`src/rtl/lc3b_types.sv`:
```
`default_nettype none
// ============================================================================
// Module      : lc3b_types (package)
// Description : Shared LC-3b cache geometry types and the two-state stream
//               engine encoding reused by word-streaming blocks.
//               lc3b_block : 128-bit cache line (eight words)
//               lc3b_word  : 16-bit word
//               lc3b_index : 3-bit word position within a line
// Revision    : 1.0 - initial release
// ============================================================================
package lc3b_types;

  typedef logic [127:0] lc3b_block;
  typedef logic [15:0]  lc3b_word;
  typedef logic [2:0]   lc3b_index;

  // IDLE: ready for a new line; STREAM: emitting beats of a captured line.
  typedef enum logic [0:0] {
    IDLE   = 1'b0,
    STREAM = 1'b1
  } lc3b_stream_state;

endpackage : lc3b_types
`default_nettype wire

```
`src/rtl/blockwordselect.sv`:
```
`default_nettype none
// ============================================================================
// Module      : blockwordselect
// Description : Combinational 8:1 word mux; returns word `sel` of a line.
//               Read-side inverse of the word-into-line merge.
// Ports       : block (in)  - 128-bit line, word i at [16*i+15:16*i]
//               sel   (in)  - word index 0..7
//               word  (out) - selected 16-bit word
// Revision    : 1.0 - initial release
// ============================================================================
module blockwordselect
  import lc3b_types::*;
(
  input  lc3b_block block,
  input  lc3b_index sel,
  output lc3b_word  word
);

  always_comb begin
    word = 16'h0000;
    case (sel)
      3'd0: word = block[15:0];
      3'd1: word = block[31:16];
      3'd2: word = block[47:32];
      3'd3: word = block[63:48];
      3'd4: word = block[79:64];
      3'd5: word = block[95:80];
      3'd6: word = block[111:96];
      3'd7: word = block[127:112];
      default: word = 16'h0000;
    endcase
  end

endmodule : blockwordselect
`default_nettype wire

```
`src/rtl/block_word_streamer.sv`:
```
`default_nettype none
// ============================================================================
// Module      : block_word_streamer
// Description : Captures one 128-bit line and streams it as eight 16-bit
//               beats over valid/ready, critical word first, wrapping mod 8.
// Ports       : clk         (in)  - clock, rising edge
//               rst_n       (in)  - synchronous active-low reset
//               load        (in)  - capture block/start_index when in_ready
//               block       (in)  - line to stream
//               start_index (in)  - index of the first beat
//               flush       (in)  - abort the current burst
//               out_ready   (in)  - consumer accepts the current beat
//               in_ready    (out) - idle, a load will be accepted
//               word_valid  (out) - word/word_index/last are valid
//               word        (out) - current beat
//               word_index  (out) - line position of the current beat
//               last        (out) - current beat is the eighth of the burst
// Revision    : 1.0 - initial release
// ============================================================================
module block_word_streamer
  import lc3b_types::*;
(
  input  logic      clk,
  input  logic      rst_n,
  input  logic      load,
  input  lc3b_block block,
  input  lc3b_index start_index,
  input  logic      flush,
  input  logic      out_ready,
  output logic      in_ready,
  output logic      word_valid,
  output lc3b_word  word,
  output lc3b_index word_index,
  output logic      last
);

  localparam logic [2:0] c_last_count = 3'd7;

  lc3b_stream_state r_state, w_state_next;
  lc3b_block        r_line,  w_line_next;
  lc3b_index        r_idx,   w_idx_next;
  logic [2:0]       r_count, w_count_next;

  // Next-state / counter update. The line register only changes on an
  // accepted load, so a load during STREAM cannot corrupt the burst.
  always_comb begin
    w_state_next = r_state;
    w_line_next  = r_line;
    w_idx_next   = r_idx;
    w_count_next = r_count;
    case (r_state)
      IDLE: begin
        // load takes precedence over a coincident flush (flush is a no-op here)
        if (load) begin
          w_state_next = STREAM;
          w_line_next  = block;
          w_idx_next   = start_index;
          w_count_next = 3'd0;
        end
      end
      STREAM: begin
        // flush wins over a same-cycle transfer; that beat is not delivered
        if (flush) begin
          w_state_next = IDLE;
        end else if (out_ready) begin
          w_idx_next   = r_idx + 3'd1;
          w_count_next = r_count + 3'd1;
          if (r_count == c_last_count) begin
            w_state_next = IDLE;
          end
        end
      end
      default: w_state_next = IDLE;
    endcase
  end

  always_ff @(posedge clk) begin
    if (!rst_n) begin
      r_state <= IDLE;
      r_line  <= '0;
      r_idx   <= 3'd0;
      r_count <= 3'd0;
    end else begin
      r_state <= w_state_next;
      r_line  <= w_line_next;
      r_idx   <= w_idx_next;
      r_count <= w_count_next;
    end
  end

  // Outputs depend only on registered state.
  assign in_ready   = (r_state == IDLE);
  assign word_valid = (r_state == STREAM);
  assign last       = word_valid && (r_count == c_last_count);
  assign word_index = r_idx;

  blockwordselect u_select (
    .block (r_line),
    .sel   (r_idx),
    .word  (word)
  );

endmodule : block_word_streamer
`default_nettype wire

```
`config.mk`:
```
export PLATFORM = sky130hd
export DESIGN_NAME = block_word_streamer
export DESIGN_NICKNAME = d
export VERILOG_FILES = /design/src/rtl/lc3b_types.sv /design/src/rtl/blockwordselect.sv /design/src/rtl/block_word_streamer.sv
export SDC_FILE = /design/constraint.sdc
export NUM_CORES = 1
export LEC_CHECK = 0
export BUFFER_PORTS_ARGS = -buffer_cell sky130_fd_sc_hd__buf_2
export CAP_MARGIN = 20
export CORE_MARGIN = 2
export CORE_UTILIZATION = 55
export CTS_CLUSTER_DIAMETER = 120
export DETAILED_ROUTE_END_ITERATION = 8
export PLACE_DENSITY = 0.83
export SYNTH_ARGS = -nofsm -noshare
export SYNTH_HDL_FRONTEND = slang
export SYNTH_SLANG_ARGS = --single-unit
```
`constraint.sdc`:
```
create_clock -name clk -period 8.65 [get_ports clk]
set_input_delay 1.73 -clock clk [delete_from_list [all_inputs] [get_ports clk]]
set_output_delay 1.73 -clock clk [all_outputs]
set_load 0.1 [all_outputs]
```
=== Word-level counts from Yosys, hierarchy flattened ===
Index checks and enable logic that the tools add are counted.

* Flip-flop bits (word level): 135
* Input bits: 136
* Output and inout bits: 22
* Logic and storage cells: 36

* Add/subtract/negate cells: 2
* Equality and inequality tests: 11
* Mux-type cells: 14
* Bitwise gates (word level): 1
* Reduce and logical (&&, ||, !) cells: 4

{| class="wikitable"
|+ Operator list
! operator !! count
|-
| $pmux W16 S8 || 1
|-
| $mux W3 || 6
|-
| $eq A3 B3 Y1 const B || 5
|-
| $pmux W3 S2 || 2
|-
| $add A3 B1 Y3 const B || 2
|-
| $eq A3 B2 Y1 const B || 2
|-
| $ne A2 B2 Y1 const B || 3
|-
| $mux W1 || 4
|-
| $eq A3 B1 Y1 const B || 1
|-
| $logic_not A3 Y1 || 1
|-
| $reduce_and A3 Y1 || 1
|-
| $pmux W1 S2 || 1
|-
| $reduce_and A2 Y1 || 1
|-
| $logic_and A1 B1 Y1 || 1
|-
| $not A1 Y1 || 1
|}

=== Depth between registers and ports, before layout ===
Gate-level depths: netlist of the first run.

* Depth after elaboration: 5
* Gate-level depth with buffers: 12
* Gate-level depth less buffers: 5

=== Modules after synthesis ===
Synthesis of the first run repeated with hierarchy kept, for this count alone.

* Cells, all modules: 775
* Area total of the unflattened synthesis: 5919.4 um^2

{| class="wikitable"
|+ By module, submodules not included
! module !! times used !! cells each !! area each (um^2)
|-
| block_word_streamer || 1 || 598 || 4804.6
|-
| blockwordselect || 1 || 177 || 1114.8
|}

=== Least setup slack after synthesis of the first run ===
No wires, ideal clock.

* Kind: flip-flop to output port
* Start point: register r_idx[2], in the netlist word_index[2]
* End point: output word[4]
* Arrival time: 4.871 ns
* Data required time: 6.920 ns
* Setup slack: 2.049 ns
* Cell stages (with the launch flop): 12
* Cell sequence: dfxtp_1 clkbuf_1 clkbuf_1 clkbuf_1 inv_1 ha_1 clkbuf_1 or4_1 buf_2 or2_1 buf_6 a41oi_1

* Cells in the longest elaborated chain, start to end: 2
* Elaborated cells between the ends (all ways): 9

{| class="wikitable"
|+ RTL lines
! item !! RTL line !! RTL
|-
| start, declared || block_word_streamer.sv:41 || <nowiki>lc3b_index r_idx, w_idx_next;</nowiki>
|-
| start signal, assigned || block_word_streamer.sv:86 || <nowiki>r_idx <= w_idx_next;</nowiki>
|-
| $eq A3 B3 Y1, or another cell as far along || blockwordselect.sv:21 || <nowiki>case (sel)</nowiki>
|-
| $pmux W16 S8 * || blockwordselect.sv:21 ||
|-
| end, declared || block_word_streamer.sv:32 || <nowiki>output lc3b_word word,</nowiki>
|}

Every way passes the cells marked *; elsewhere a longest branch is shown, timed or not.

=== Worst setup path in the final report of the first run ===
* Start point: register r_idx[2], in the netlist word_index[2]
* End point: output word[1]

Same word-level chain as after synthesis.

==> out/qor.csv, run 1 <==
stage,metric,value,unit
power_and_ir_drop,p_int,0.00123,W
grt,antenna_found_initial,0,
clock_tree,cts_tree,built,
synth,syn_nets,883,
run_status,status,"finished, final reports clean",
placed_design,place_ws,3.55,ns
sta,final-hold-violation-count,0,
power_and_ir_drop,cellLeakagePower,3.04,nW
power_and_ir_drop,power_frac_clock,40.7,%
floorplan,die_y,109,um
placed_design,portBuffers,157,
layout,area_growth_syn_to_layout,22.3,%
floorplan,num_rows,38,
min_path,hp-class,flip-flop to flip-flop,
routing,drt_iter0_drc,566,
clock_tree,cts-resized-gates,0,
floorplan,core_area,10800,um^2
routing,vias,5755,
routing,wirelength,17.3,mm
sta,slew_headroom,25.7,%
clock_tree,cts_max_level,4,
synth,ys_ff_latch,135,
sta,post-route-min-period,5.79,ns
synth,netlist_instances,739,
floorplan,die_w,109,um
worst_setup_path,cp_max_fo,21,
synth,synth_area_per_cell,8.26,um^2
clock_tree,cts_setup_buffers,0,
worst_setup_path,cpMaxStageDelayCell,or4_1,
sta,finalSetupViolCount,0,
floorplan,ios,158,
clock_tree,worstSkewPairLatency,0.54,ns
power_and_ir_drop,sw_frac_of_total,32.2,%
worst_setup_path,cp.required,6.92,ns
run,max-cap-violations,0,
routing,wl_per_cell,17.2,um
layout,postLayoutCoreUtil,68.9,%
grt,grt_pass1_vias,5442,
worst_setup_path,critical_path_class,flip-flop to output port,
min_path,holdPathStages,2,
sta,hold_slack,0.469,ns
grt,grt_pass1_wl,26.8,mm
clock_tree,hold_buffers,0,
routing,drtPass1Iterations,7,
worst_setup_path,reg2regPathDepth,5,
clock_tree,cts_buffer_depth,2,
sta,tns,0,ns
synth,syn_area,6110,um^2
power_and_ir_drop,comb_power_share,21.2,%
sta,finClkSkew,0.0152,ns
min_path,whs_endpoint,r_line[26]$_SDFFE_PN0P_,
grt,grt_max_degree,136,
worst_setup_path,worstReg2RegEnd,word_index[2]$_SDFFE_PN0P_,
power_and_ir_drop,switching_power,0.000582,W
sta,fmax,0.173,GHz
routing,drc,0,
min_path,hold_path_startpoint,r_line[26]$_SDFFE_PN0P_,
clock_tree,root_buffer,clkbuf_8,
layout,drive_gt1_share,25.5,%
clock_tree,cts-buffers-inserted,17,
sta,fin_ws,2.86,ns
grt,overflow,0,
power_and_ir_drop,power.density,242,nW/um^2
routing,routed_via_density,5.71,
worst_setup_path,regToRegStartpoint,word_valid$_SDFF_PN0_,
worst_setup_path,slowest_delay,0.77,ns
floorplan,dieArea,12000,um^2
placed_design,globalplace.congestion,0.912,
worst_setup_path,crit_family,simple AND/OR/NAND/NOR gates,
worst_setup_path,crit_chain,inv_1 > ha_1 > or4_1 > or2_1 > a41oi_1 > buf_2,
sta,rsz0062_at_grt,false,
layout,fin_area,7470,um^2
synth,synth_seq_area_share,44.3,%
clock_tree,clk_pin_slew_worst_paths,0.06,ns
worst_setup_path,crit_arrival,4.06,ns
grt,globalRouteTotalUtil,29.5,%
synth,yosysWarnings,0,
floorplan,initial_core_util,56.3,%
worst_setup_path,critPathCaptureType,output port,
worst_setup_path,start_kind,flip-flop,
clock_tree,clock-sinks,135,
sta,fin_crit_sh,67.0,%
power_and_ir_drop,power_frac_seq,38.0,%
synth,ys_types,32,
routing,ant_nets,0,
worst_setup_path,reg2reg_slack,6.40,ns
worst_setup_path,cp_num_buf_inv,2,
power_and_ir_drop,ir_drop,0.157,mV
sta,finalMaxSlewViolations,0,
placed_design,place_area,6840,um^2
sta,worstMarginPinSlew,1.11,ns
placed_design,dpl.hpwl,12.1,mm
layout,finalNetCount,997,
## Yosys cell counts
master | n | share of area [%]
or2_1 | 1 | 0.10
nand3b_1 | 1 | 0.12
clkbuf_1 | 61 | 3.7
nand3_1 | 2 | 0.16
a31oi_1 | 1 | 0.10
mux2_2 | 16 | 3.0
a222oi_1 | 16 | 2.6
a211oi_1 | 1 | 0.12
a41oi_2 | 10 | 2.7
buf_6 | 3 | 0.55
nand2b_1 | 2 | 0.20
nor2_1 | 1 | 0.061
and3_1 | 1 | 0.10
o21a_1 | 2 | 0.25
nor3_1 | 16 | 1.3
buf_1 | 2 | 0.12
and2_1 | 2 | 0.20
nand2_1 | 290 | 18
nor2b_1 | 2 | 0.20
and3b_1 | 1 | 0.14
o221ai_1 | 2 | 0.29
o311a_1 | 2 | 0.33
o21ai_0 | 1 | 0.082
a41oi_1 | 6 | 0.86
dfxtp_1 | 135 | 44
ha_1 | 8 | 1.6
a21boi_0 | 130 | 16
or4_1 | 1 | 0.12
inv_1 | 4 | 0.25
buf_2 | 2 | 0.16
mux2i_1 | 1 | 0.16
a22o_1 | 16 | 2.3
## per-stage QoR
stage	std cells	total power (W)
after floorplan	739	0.000987
after global placement	973	0.00107
after detailed placement	973	0.00108
after CTS	1005	0.00181
after global routing	1006	0.00186
final	1007	0.00181
## cell families after synthesis
kind of cell    Yosys count  share of synthesized area (%)
simple gates            320                           20.6
compound gates          187                           25.6
flops                   135                           44.3
buf+inv                  72                           4.84
mux                      17                           3.11
fa+ha+maj                 8                           1.64
## layout by cell type, fill, tap and decap left out, types with 4 or more instances in the layout
master / instances
a41oi_2: 10
inv_1: 4
clkinv_2: 4
buf_2: 157
a22o_1: 16
nand2_1: 290
nor3_1: 16
clkbuf_16: 16
a222oi_1: 16
bufinv_16: 4
a41oi_1: 6
ha_1: 8
clkinvlp_4: 4
buf_4: 5
a21boi_0: 130
mux2_2: 16
dfxtp_1: 135
## worst reg2reg max path, cell delays in order, from the launching register on
cell	delay [ns]
dfxtp_1	0.41
nor2b_4	0.13
buf_4	0.43
buf_4	0.67
o221ai_1	0.29
o311a_1	0.19
## layer usage
layer | GRT usage [%] | routed length (um)
met5 | 0 | 0
met4 | 14.0 | 650
met3 | 7.77 | 1410
met2 | 49.0 | 8330
met1 | 35.6 | 6930
## registers in the layout, summed over array words and instances (netlist names)
signal      count
r_line        128
r_count         3
word_index      3
word_valid      1
## cell type report
class | instances | area (um^2)
clock buffer | 19 | 422
inverter | 4 | 15.0
tap | 140 | 175
multi-input combinational | 532 | 3120
antenna | 1 | 2.50
timing repair buffer | 163 | 851
fill | 849 | 3370
sequential | 135 | 2700
clock inverter | 13 | 179
## power by group through the flow
stage               combinational (W)  sequential [W]  clock, W
floorplan                    0.000287        0.000700         0
global placement             0.000370        0.000699         0
detailed placement           0.000378        0.000700         0
CTS                          0.000379        0.000687  0.000742
global route                 0.000408        0.000691  0.000766
finish                       0.000384        0.000689  0.000737
## worst max-delay path by stage
stage	startpoint	to	slack [ns]	cells after the start
floorplan	word_index[2]$_SDFFE_PN0P_	word[4]	2.05	11
global placement	word_index[2]$_SDFFE_PN0P_	word[4]	3.62	6
detailed placement	word_index[2]$_SDFFE_PN0P_	word[4]	3.55	6
CTS	word_index[2]$_SDFFE_PN0P_	word[4]	2.95	6
global route	word_index[2]$_SDFFE_PN0P_	word[1]	2.74	6
finish	word_index[2]$_SDFFE_PN0P_	word[1]	2.86	6
No activity file was read; power rests on OpenSTA's default activity.
==> run 2: changes to the inputs <==
--- a/config.mk
+++ b/config.mk
@@ -5,13 +5,14 @@
 export SDC_FILE = /design/constraint.sdc
 export NUM_CORES = 1
 export LEC_CHECK = 0
+export ABC_AREA = 1
 export BUFFER_PORTS_ARGS = -buffer_cell sky130_fd_sc_hd__buf_2
 export CAP_MARGIN = 20
 export CORE_MARGIN = 2
-export CORE_UTILIZATION = 55
+export CORE_UTILIZATION = 48
 export CTS_CLUSTER_DIAMETER = 120
 export DETAILED_ROUTE_END_ITERATION = 8
-export PLACE_DENSITY = 0.83
+export PLACE_DENSITY = 0.77
 export SYNTH_ARGS = -nofsm -noshare
 export SYNTH_HDL_FRONTEND = slang
 export SYNTH_SLANG_ARGS = --single-unit
==> constraint.sdc (replaced) <==
create_clock -name clk -period 4.8 [get_ports clk]
set_input_delay 0.96 -clock clk [delete_from_list [all_inputs] [get_ports clk]]
set_output_delay 0.96 -clock clk [all_outputs]
set_load 0.1 [all_outputs]
==> out/qor.csv, run 2 <==
stage,metric,value,unit
sta,post-route-min-period,3.78,ns
floorplan,die_y,116,um
synth,ys_ff_latch,135,
floorplan,dieArea,13400,um^2
floorplan,die_w,116,um
grt,globalRouteTotalUtil,25.5,%
sta,tns,0,ns
worst_setup_path,crit_arrival,2.82,ns
sta,slew_headroom,40.1,%
clock_tree,cts_tree,built,
min_path,hp-class,flip-flop to flip-flop,
layout,finalNonFillerCells,1165,
routing,drc,0,
worst_setup_path,slowest_delay,0.46,ns
sta,fmax,0.265,GHz
min_path,holdPathStages,2,
layout,final_common_cell,nor2_1,
synth,ys_top_cells_by_count,"nor2_1 (278), dfxtp_1 (135), o21ai_0 (110)",
synth,yosysMostFrequentCell,nor2_1,
placed_design,dpl.hpwl,12.1,mm
routing,wl_per_cell,14.6,um
placed_design,placed_cells,1134,
grt,antenna_found_initial,1,
synth,yosysWarnings,0,
run_status,status,"finished, final reports clean",
layout,largest_reg_flops,128,
worst_setup_path,cp_num_buf_inv,4,
power_and_ir_drop,cellLeakagePower,3.51,nW
worst_setup_path,crit_chain,buf_4 > inv_2 > ha_1 > nor2_1 > buf_4 > nand4_1 > nand3_1 > buf_12,
layout,postLayoutCoreUtil,61.8,%
synth,syn_nets,1012,
sta,hold_slack,0.457,ns
clock_tree,hold_buffers,0,
worst_setup_path,cp_max_fo,52,
sta,final-hold-violation-count,0,
floorplan,num_rows,40,
routing,routed_via_density,5.18,
routing,vias,6040,
worst_setup_path,path_depth,8,
routing,drtPass1Iterations,6,
grt,grt_pass1_wl,25.9,mm
clock_tree,cts_max_level,4,
synth,synth.area.top_cells,"dfxtp_1 (45%), nor2_1 (17%), o21ai_0 (9.2%)",
worst_setup_path,cpMaxStageDelayCell,ha_1,
worst_setup_path,critical_path_class,flip-flop to output port,
clock_tree,cts-resized-gates,0,
layout,area_growth_syn_to_layout,24.9,%
grt,overflow,0,
synth,synth_flop_cell,dfxtp_1,
worst_setup_path,start_kind,flip-flop,
floorplan,initial_core_util,49.5,%
placed_design,globalplace.congestion,0.863,
synth,ys_types,21,
floorplan,ios,158,
sta,fin_ws,1.02,ns
sta,worstMarginPinSlew,0.897,ns
placed_design,place_ws,1.49,ns
sta,finalSetupViolCount,0,
layout,finalNetCount,1129,
synth,async_flop_share,0,%
layout,regMostFlops,r_line,
placed_design,portBuffers,157,
synth,synth_seq_area_share,45.1,%
worst_setup_path,cp.required,3.84,ns
clock_tree,clk_pin_slew_worst_paths,0.05,ns
worst_setup_path,cp_common_cell,buf_4,
clock_tree,cts-buffers-inserted,17,
grt,grt_max_degree,95,
grt,grt_pass1_vias,5315,
power_and_ir_drop,power.density,431,nW/um^2
routing,ant_nets,0,
clock_tree,cts_buffer_depth,2,
synth,synth_top_area_share,45.1,%
layout,final_cell_mix,"nor2_1 (278), buf_2 (141), dfxtp_1 (135)",
sta,finalMaxSlewViolations,0,
synth,synth_area_per_cell,6.91,um^2
clock_tree,cts_setup_buffers,0,
routing,drt_iter0_drc,621,
layout,drive_gt1_share,19.7,%
clock_tree,clock-sinks,135,
clock_tree,root_buffer,clkbuf_16,
sta,rsz0062_at_grt,false,
floorplan,core_area,12100,um^2
sta,fin_crit_sh,78.7,%
worst_setup_path,reg2regPathDepth,6,
power_and_ir_drop,ir_drop,0.280,mV
clock_tree,worstSkewPairLatency,0.42,ns
layout,diodes,0,
worst_setup_path,critPathCaptureType,output port,
routing,wirelength,17.0,mm
worst_setup_path,crit_family,buffers and inverters,
run,max-cap-violations,0,
sta,finClkSkew,0.00756,ns
synth,syn_area,6000,um^2
synth,netlist_instances,868,
synth,synth_edf_count,0,
synth,yosysTopAreaCell,dfxtp_1,
-- run 2: cell types whose count changed in the layout (fill, tap and decap cells not counted), moves of 18 or more --
cell and change:
nor2_1 +277, a21oi_1 +23, a21boi_0 -130, inv_1 +19, nand2_1 -192, o21ai_0 +109
o21ai_1 +18, nand4_1 +18, nand3_1 +84
-- run 2: cell type report --
type                       count  area [um^2]
fill                        1153         4620
multi-input combinational    641         2830
sequential                   135         2700
timing repair buffer         164         1080
clock buffer                  23          468
tap                          168          210
inverter                      26          101
clock inverter                 8         98.8
-- run 2: stage by stage --
step / total power, W / instance area [um^2]
3_5_place_dp: 0.00199 / 6920
2_1_floorplan: 0.00175 / 6000
4_1_cts: 0.00324 / 7490
5_1_grt: 0.00335 / 7490
3_3_place_gp: 0.00198 / 6920
6_report: 0.00323 / 7490
-- run 2: path summary, 6_finish.rpt --
path                               from                       end  slack (ns)
max          word_index[2]$_SDFFE_PN0P_                   word[3]        1.02
min             r_line[21]$_SDFFE_PN0P_   r_line[21]$_SDFFE_PN0P_        0.46
max reg2reg       word_valid$_SDFF_PN0_  r_line[114]$_SDFFE_PN0P_        1.93
min reg2reg     r_line[21]$_SDFFE_PN0P_   r_line[21]$_SDFFE_PN0P_        0.46
-- run 2: metal layers --
| layer | wire (um) | vias up | track usage [%] |
|---|---|---|---|
| met3 | 1360 | 32 | 6.28 |
| met2 | 7720 | 264 | 40.1 |
| li1 | - | 3052 | - |
| met4 | 364 | 2 | 9.21 |
| met1 | 7520 | 2690 | 34.4 |
| met5 | 12 | - | 0 |
-- run 2: cell families after synthesis --
group	Yosys count	share of synthesized area [%]
DFF	135	45.1
buffers and inverters	92	7.74
and+or+nand+nor	482	32.9
adders and majority gates	8	1.67
AOI/OAI and AO/OA	151	12.6
-- run 2: worst reg2reg max path, delay by kind of cell (launching register included) --
kind / cells / cell delay, ns
buffers and inverters: 3 / 1.56
flip-flops: 1 / 0.59
AND/OR/NAND/NOR: 3 / 0.63
-- run 2: power breakdown --
part	internal, W	switching (W)	leakage (nW)
combinational	0.000229	0.000478	2.12
sequential	0.00121	0.0000530	1.12
clock	0.000786	0.000465	0.273
total	0.00223	0.000996	3.51
